## src/rtl/pc_control_unit.sv

```systemverilog
`default_nettype none
// ============================================================================
// Module      : pc_control_unit
// Description : Program-counter unit for a multicycle MIPS core. Holds the PC
//               register and selects the next PC from NSRC packed sources.
//               Handles unconditional and conditional (beq/bne) writes,
//               stall, exception entry with EPC capture, misaligned-target
//               trapping and a one-cycle boot state after reset.
// Ports       : Clk, Reset_n        clock / async active-low reset
//               SrcData, PCSource   packed next-PC sources and select
//               PCWrite, PCWriteCond, CondInvert, Zero  write qualifiers
//               Stall, Exception    hold / exception request
//               PC, EPC             current PC, PC saved at last exception
//               Redirect            1-cycle pulse on non-sequential PC load
//               SelErr              sticky illegal-select flag
// Revision    : 1.0 - initial release
// ============================================================================
module pc_control_unit #(
  parameter int               WIDTH        = 32,
  parameter int               NSRC         = 4,
  parameter logic [WIDTH-1:0] RESET_VECTOR = '0,
  parameter logic [WIDTH-1:0] EXC_VECTOR   = WIDTH'(32'h0000_0254),
  parameter bit               ALIGN_CHECK  = 1'b1
) (
  input  logic                      Clk,
  input  logic                      Reset_n,
  input  logic [NSRC*WIDTH-1:0]     SrcData,
  input  logic [$clog2(NSRC)-1:0]   PCSource,
  input  logic                      PCWrite,
  input  logic                      PCWriteCond,
  input  logic                      CondInvert,
  input  logic                      Zero,
  input  logic                      Stall,
  input  logic                      Exception,
  output logic [WIDTH-1:0]          PC,
  output logic [WIDTH-1:0]          EPC,
  output logic                      Redirect,
  output logic                      SelErr
);

  typedef enum logic [1:0] {
    ST_BOOT = 2'd0,
    ST_RUN  = 2'd1,
    ST_EXC  = 2'd2
  } state_t;

  state_t           state_q, state_d;
  logic [WIDTH-1:0] pc_q, pc_d;
  logic [WIDTH-1:0] epc_q, epc_d;
  logic             redirect_q, redirect_d;
  logic             sel_err_q, sel_err_d;

  logic             w_take;
  logic             w_sel_bad;
  logic             w_misaligned;
  logic [WIDTH-1:0] w_target;

  // PCWrite alone is enough to take; the branch path needs Zero (beq) or
  // !Zero (bne) depending on CondInvert.
  assign w_take    = PCWrite | (PCWriteCond & (Zero ^ CondInvert));

  // When NSRC is not a power of two the select field can encode sources
  // that do not exist; such selects must never load the PC.
  assign w_sel_bad = (int'(PCSource) >= NSRC);

  // Explicit compare-and-select mux so an out-of-range select yields zero
  // instead of an out-of-bounds part-select.
  always_comb begin
    w_target = '0;
    for (int i = 0; i < NSRC; i++) begin
      if (int'(PCSource) == i) begin
        w_target = SrcData[i*WIDTH +: WIDTH];
      end
    end
  end

  assign w_misaligned = ALIGN_CHECK && (w_target[1:0] != 2'b00);

  always_comb begin
    state_d    = state_q;
    pc_d       = pc_q;
    epc_d      = epc_q;
    redirect_d = 1'b0;
    sel_err_d  = sel_err_q;

    case (state_q)
      ST_BOOT: begin
        state_d = ST_RUN;
      end

      ST_RUN: begin
        if (Exception) begin
          epc_d      = pc_q;
          pc_d       = EXC_VECTOR;
          redirect_d = 1'b1;
          state_d    = ST_EXC;
        end else if (Stall) begin
          // hold everything
        end else if (w_take) begin
          if (w_sel_bad) begin
            sel_err_d = 1'b1;
          end else if (w_misaligned) begin
            // A misaligned jump/branch target traps like an exception.
            epc_d      = pc_q;
            pc_d       = EXC_VECTOR;
            redirect_d = 1'b1;
            state_d    = ST_EXC;
          end else begin
            pc_d       = w_target;
            redirect_d = (PCSource != '0);
          end
        end
      end

      ST_EXC: begin
        // Exception handler entry cycle: no nesting, no writes.
        state_d = ST_RUN;
      end

      default: begin
        state_d = ST_RUN;
      end
    endcase
  end

  always_ff @(posedge Clk or negedge Reset_n) begin
    if (!Reset_n) begin
      state_q    <= ST_BOOT;
      pc_q       <= RESET_VECTOR;
      epc_q      <= '0;
      redirect_q <= 1'b0;
      sel_err_q  <= 1'b0;
    end else begin
      state_q    <= state_d;
      pc_q       <= pc_d;
      epc_q      <= epc_d;
      redirect_q <= redirect_d;
      sel_err_q  <= sel_err_d;
    end
  end

  assign PC       = pc_q;
  assign EPC      = epc_q;
  assign Redirect = redirect_q;
  assign SelErr   = sel_err_q;

endmodule
`default_nettype wire
```

## config.mk

```make
export PLATFORM = sky130hd
export DESIGN_NAME = pc_control_unit
export DESIGN_NICKNAME = d
export VERILOG_FILES = /design/src/rtl/pc_control_unit.sv
export SDC_FILE = /design/constraint.sdc
export NUM_CORES = 1
export LEC_CHECK = 0
export ABC_AREA = 0
export ABC_CLOCK_PERIOD_IN_PS = 2050
export BUFFER_PORTS_ARGS = -buffer_cell sky130_fd_sc_hd__buf_2
export CAP_MARGIN = 30
export CORE_AREA = 2 2 97 99
export DETAILED_ROUTE_END_ITERATION = 10
export DIE_AREA = 0 0 99 101
export MAX_ROUTING_LAYER = met4
export PLACE_DENSITY = 0.73
export SLEW_MARGIN = 0
export SYNTH_ARGS = -nofsm -noshare
export SYNTH_HDL_FRONTEND = slang
export SYNTH_SLANG_ARGS = --single-unit
export TNS_END_PERCENT = 5
```

## constraint.sdc

```tcl
create_clock -name Clk -period 2.05 [get_ports Clk]
set_clock_uncertainty 0.05 [all_clocks]
set_input_delay 0.1025 -clock Clk [delete_from_list [all_inputs] [get_ports Clk]]
set_output_delay 0.1025 -clock Clk [all_outputs]
set_load 0.01 [all_outputs]
```

==> flow_metrics.env <==
export IMPL_status="complete, no violations"
export IMPL_vias_per_cell=5.07
export IMPL_end_kind="flip-flop"
export IMPL_cts_resized=0
export IMPL_wl_per_cell_um=16.3
export IMPL_root_buffer="clkbuf_8"
export IMPL_core_um2=8980
export IMPL_io_buffers=202
export IMPL_crit_fanout=34
export IMPL_ys_types=29
export IMPL_first_pass_iters=4
export IMPL_post_route_min_period_ns=1.75
export IMPL_drc=0
export IMPL_setup_tns_ns=0
export IMPL_layout_commonest_cell="buf_2"
export IMPL_synth_top_family_by_area="multiplexers"
export IMPL_antenna_found_initial=0
export IMPL_combPwrFrac=0.329
export IMPL_drtAntennaViolNets=0
export IMPL_grt_pass1_wl_mm=14.5
export IMPL_cts_tree="built"
export IMPL_grt_usage=0.191
export IMPL_synth_cells=230
export IMPL_synth_fa_ha_area_frac=0
export IMPL_p_clk_frac=0.244
export IMPL_grt_overflow_total=0
export IMPL_clock_sinks=67
export IMPL_finalPower_mw=3.99
export IMPL_die_w_um=99
export IMPL_area_growth_pct=38.5
export IMPL_chipHeight_um=101
export IMPL_cts_buffer_depth=2
export IMPL_seq_area_um2=1680
export IMPL_path_clk_slew_ns=0.07
export IMPL_diodes=0
export IMPL_p_seq_frac=0.428
export IMPL_initial_core_util=0.388
export IMPL_routabilityCongestion=0.746
export IMPL_fp_dieArea_um2=10000
export IMPL_ctsHoldBuffers=1
export IMPL_cts_max_level=3
export IMPL_grt_pass1_vias=3008
export IMPL_fillers=805
export IMPL_drtIter0Drc=72
export IMPL_multi_input_comb_area_um2=1600
export IMPL_drive_above_1_share=0.667
export IMPL_synthXorXnorAreaFrac=0.00252
export IMPL_period_share=0.856
export IMPL_leakage_nw=2.57
export IMPL_netlist_area_um2=3480
export IMPL_io_pins=204
export IMPL_internal_power_mw=2.75
export IMPL_slew_viol_final=0
export IMPL_wl_mm=9.02
export IMPL_vias=2797
export IMPL_crit_path_start_kind="flip-flop"
export IMPL_synth_simple_area_share=0.0309
export IMPL_finalHoldViolations=0
export IMPL_syn_num_nets=368
export IMPL_dp_hpwl_mm=7.01
export IMPL_layout_common_cells="buf_2, dfrtp_1, mux4_2"
export IMPL_fp_row_count=35
export IMPL_ir_drop_v=0.000360
export IMPL_yosysSeqAreaShare=0.481
export IMPL_worst_ep_arrival_time_ns=1.91
export IMPL_p_per_area_nw_per_um2=827
export IMPL_postSynthAreaPerCell_um2=15.1
export IMPL_clkLatencyLatePin_ns=0.32
export IMPL_grt_max_degree=35
export IMPL_setup_viol=0
export IMPL_muxShareOfSynthArea=0.328
export IMPL_postCtsSetupRepairBufs=0
export IMPL_drv_cap=0
export IMPL_critPathKind="reg -> reg"
export IMPL_rsz0062_at_grt="no"
export IMPL_p_sw_mw=1.24
export IMPL_final_nets=574
export IMPL_fmax_mhz=570
export IMPL_yosysWarnings=0
export IMPL_swShare=0.310
export IMPL_ys_ff_latch=67
export IMPL_required_ns=2.21
export IMPL_synth_compound_area_frac=0.0949
export IMPL_cts_inserted_buffers=9
export IMPL_hold_class="in -> reg"
[through the flow]
stage,instance area [um^2],util,setup slack (ns),std cells,hold slack (ns)
after floorplan,3480,-,0.328,230,-0.243
after global placement,4630,0.516,0.302,535,0.0000951
after detailed placement,4630,0.516,0.267,535,0.00414
after CTS,4820,0.537,0.291,552,0.00416
after global routing,4820,0.537,0.239,552,0.0361
final,4820,0.537,0.296,552,0.0278
[cell usage after synthesis (all sizes together)]
library cell,instances,share of area
a21oi,3,0.0043
a211oi,2,0.0079
o2111ai,1,0.0025
nor2b,3,0.0054
nor2,1,0.0011
o2bb2ai,26,0.065
nand2b,2,0.0036
clkbuf,9,0.0097
a211o,1,0.0025
dfrtp,67,0.48
mux4,30,0.19
nand2,1,0.0011
or3,2,0.0050
xor2,1,0.0025
conb,1,0.0011
buf,9,0.020
or3b,2,0.0050
inv,29,0.031
o22a,4,0.010
nor4,1,0.0061
mux2,32,0.13
and2,2,0.0036
a21boi,1,0.0022
[critical path: stages (launching register included)]
cell and delay, ns:
dfrtp_1 0.37, nand2b_1 0.19, nor4_4 0.35, buf_12 0.31, mux2_2 0.37
[final timing paths]
kind | startpoint | slack, ns | cells past startpoint | endpoint
worst max-delay path | state_q[1] | 0.30 | 4 | EPC[31]
worst min-delay path | PCSource[1] | 0.03 | 3 | Redirect
worst max register to register | state_q[1] | 0.30 | 4 | EPC[31]
worst min register to register | PC[1] | 0.45 | 1 | PC[1]
max in group asynchronous | Reset_n | 1.10 | 3 | EPC[21]
min in group asynchronous | Reset_n | 0.18 | 2 | EPC[9]
[final cells by class]
cell class	count	share of cell area
clock inverters	5	0.00571
repair buffers	213	0.232
multi-input cells	116	0.331
inverters	29	0.0226
well taps	111	0.0288
flip-flops and latches	67	0.348
clock buffers	11	0.0314
[registers in the layout, summed over array words and instances, names as in the netlist]
name      cells
EPC          32
Redirect      1
state_q       2
PC           32
[logic make-up (layout without fill, tap and decap cells)]
group	after synthesis	in the layout
buffers and inverters	47	258
AOI/OAI and AO/OA	38	38
other	1	1
xor gates and xnor gates	1	1
and+or+nand+nor	14	14
muxes	62	62
DFF	67	67
[layer usage]
metal  share of wire  GRT usage  vias up  wire length (um)
li1                -          -     1262                 -
met1            0.38      0.214     1396              3400
met2            0.54      0.339      121              4890
met3           0.064     0.0402       18               577
met4           0.018     0.0653        0               158
met5               0          -        -                 0
[power groups by stage]
stage          sequential (mW)  combinational, mW  clock, mW
6_report                  1.71               1.31      0.972
5_1_grt                   1.74               1.41       1.08
4_1_cts                   1.71               1.33       1.01
3_5_place_dp              1.73               1.33          0
3_3_place_gp              1.72               1.29          0
2_1_floorplan             1.81              0.702          0
Power figures use the tool's default switching activity.
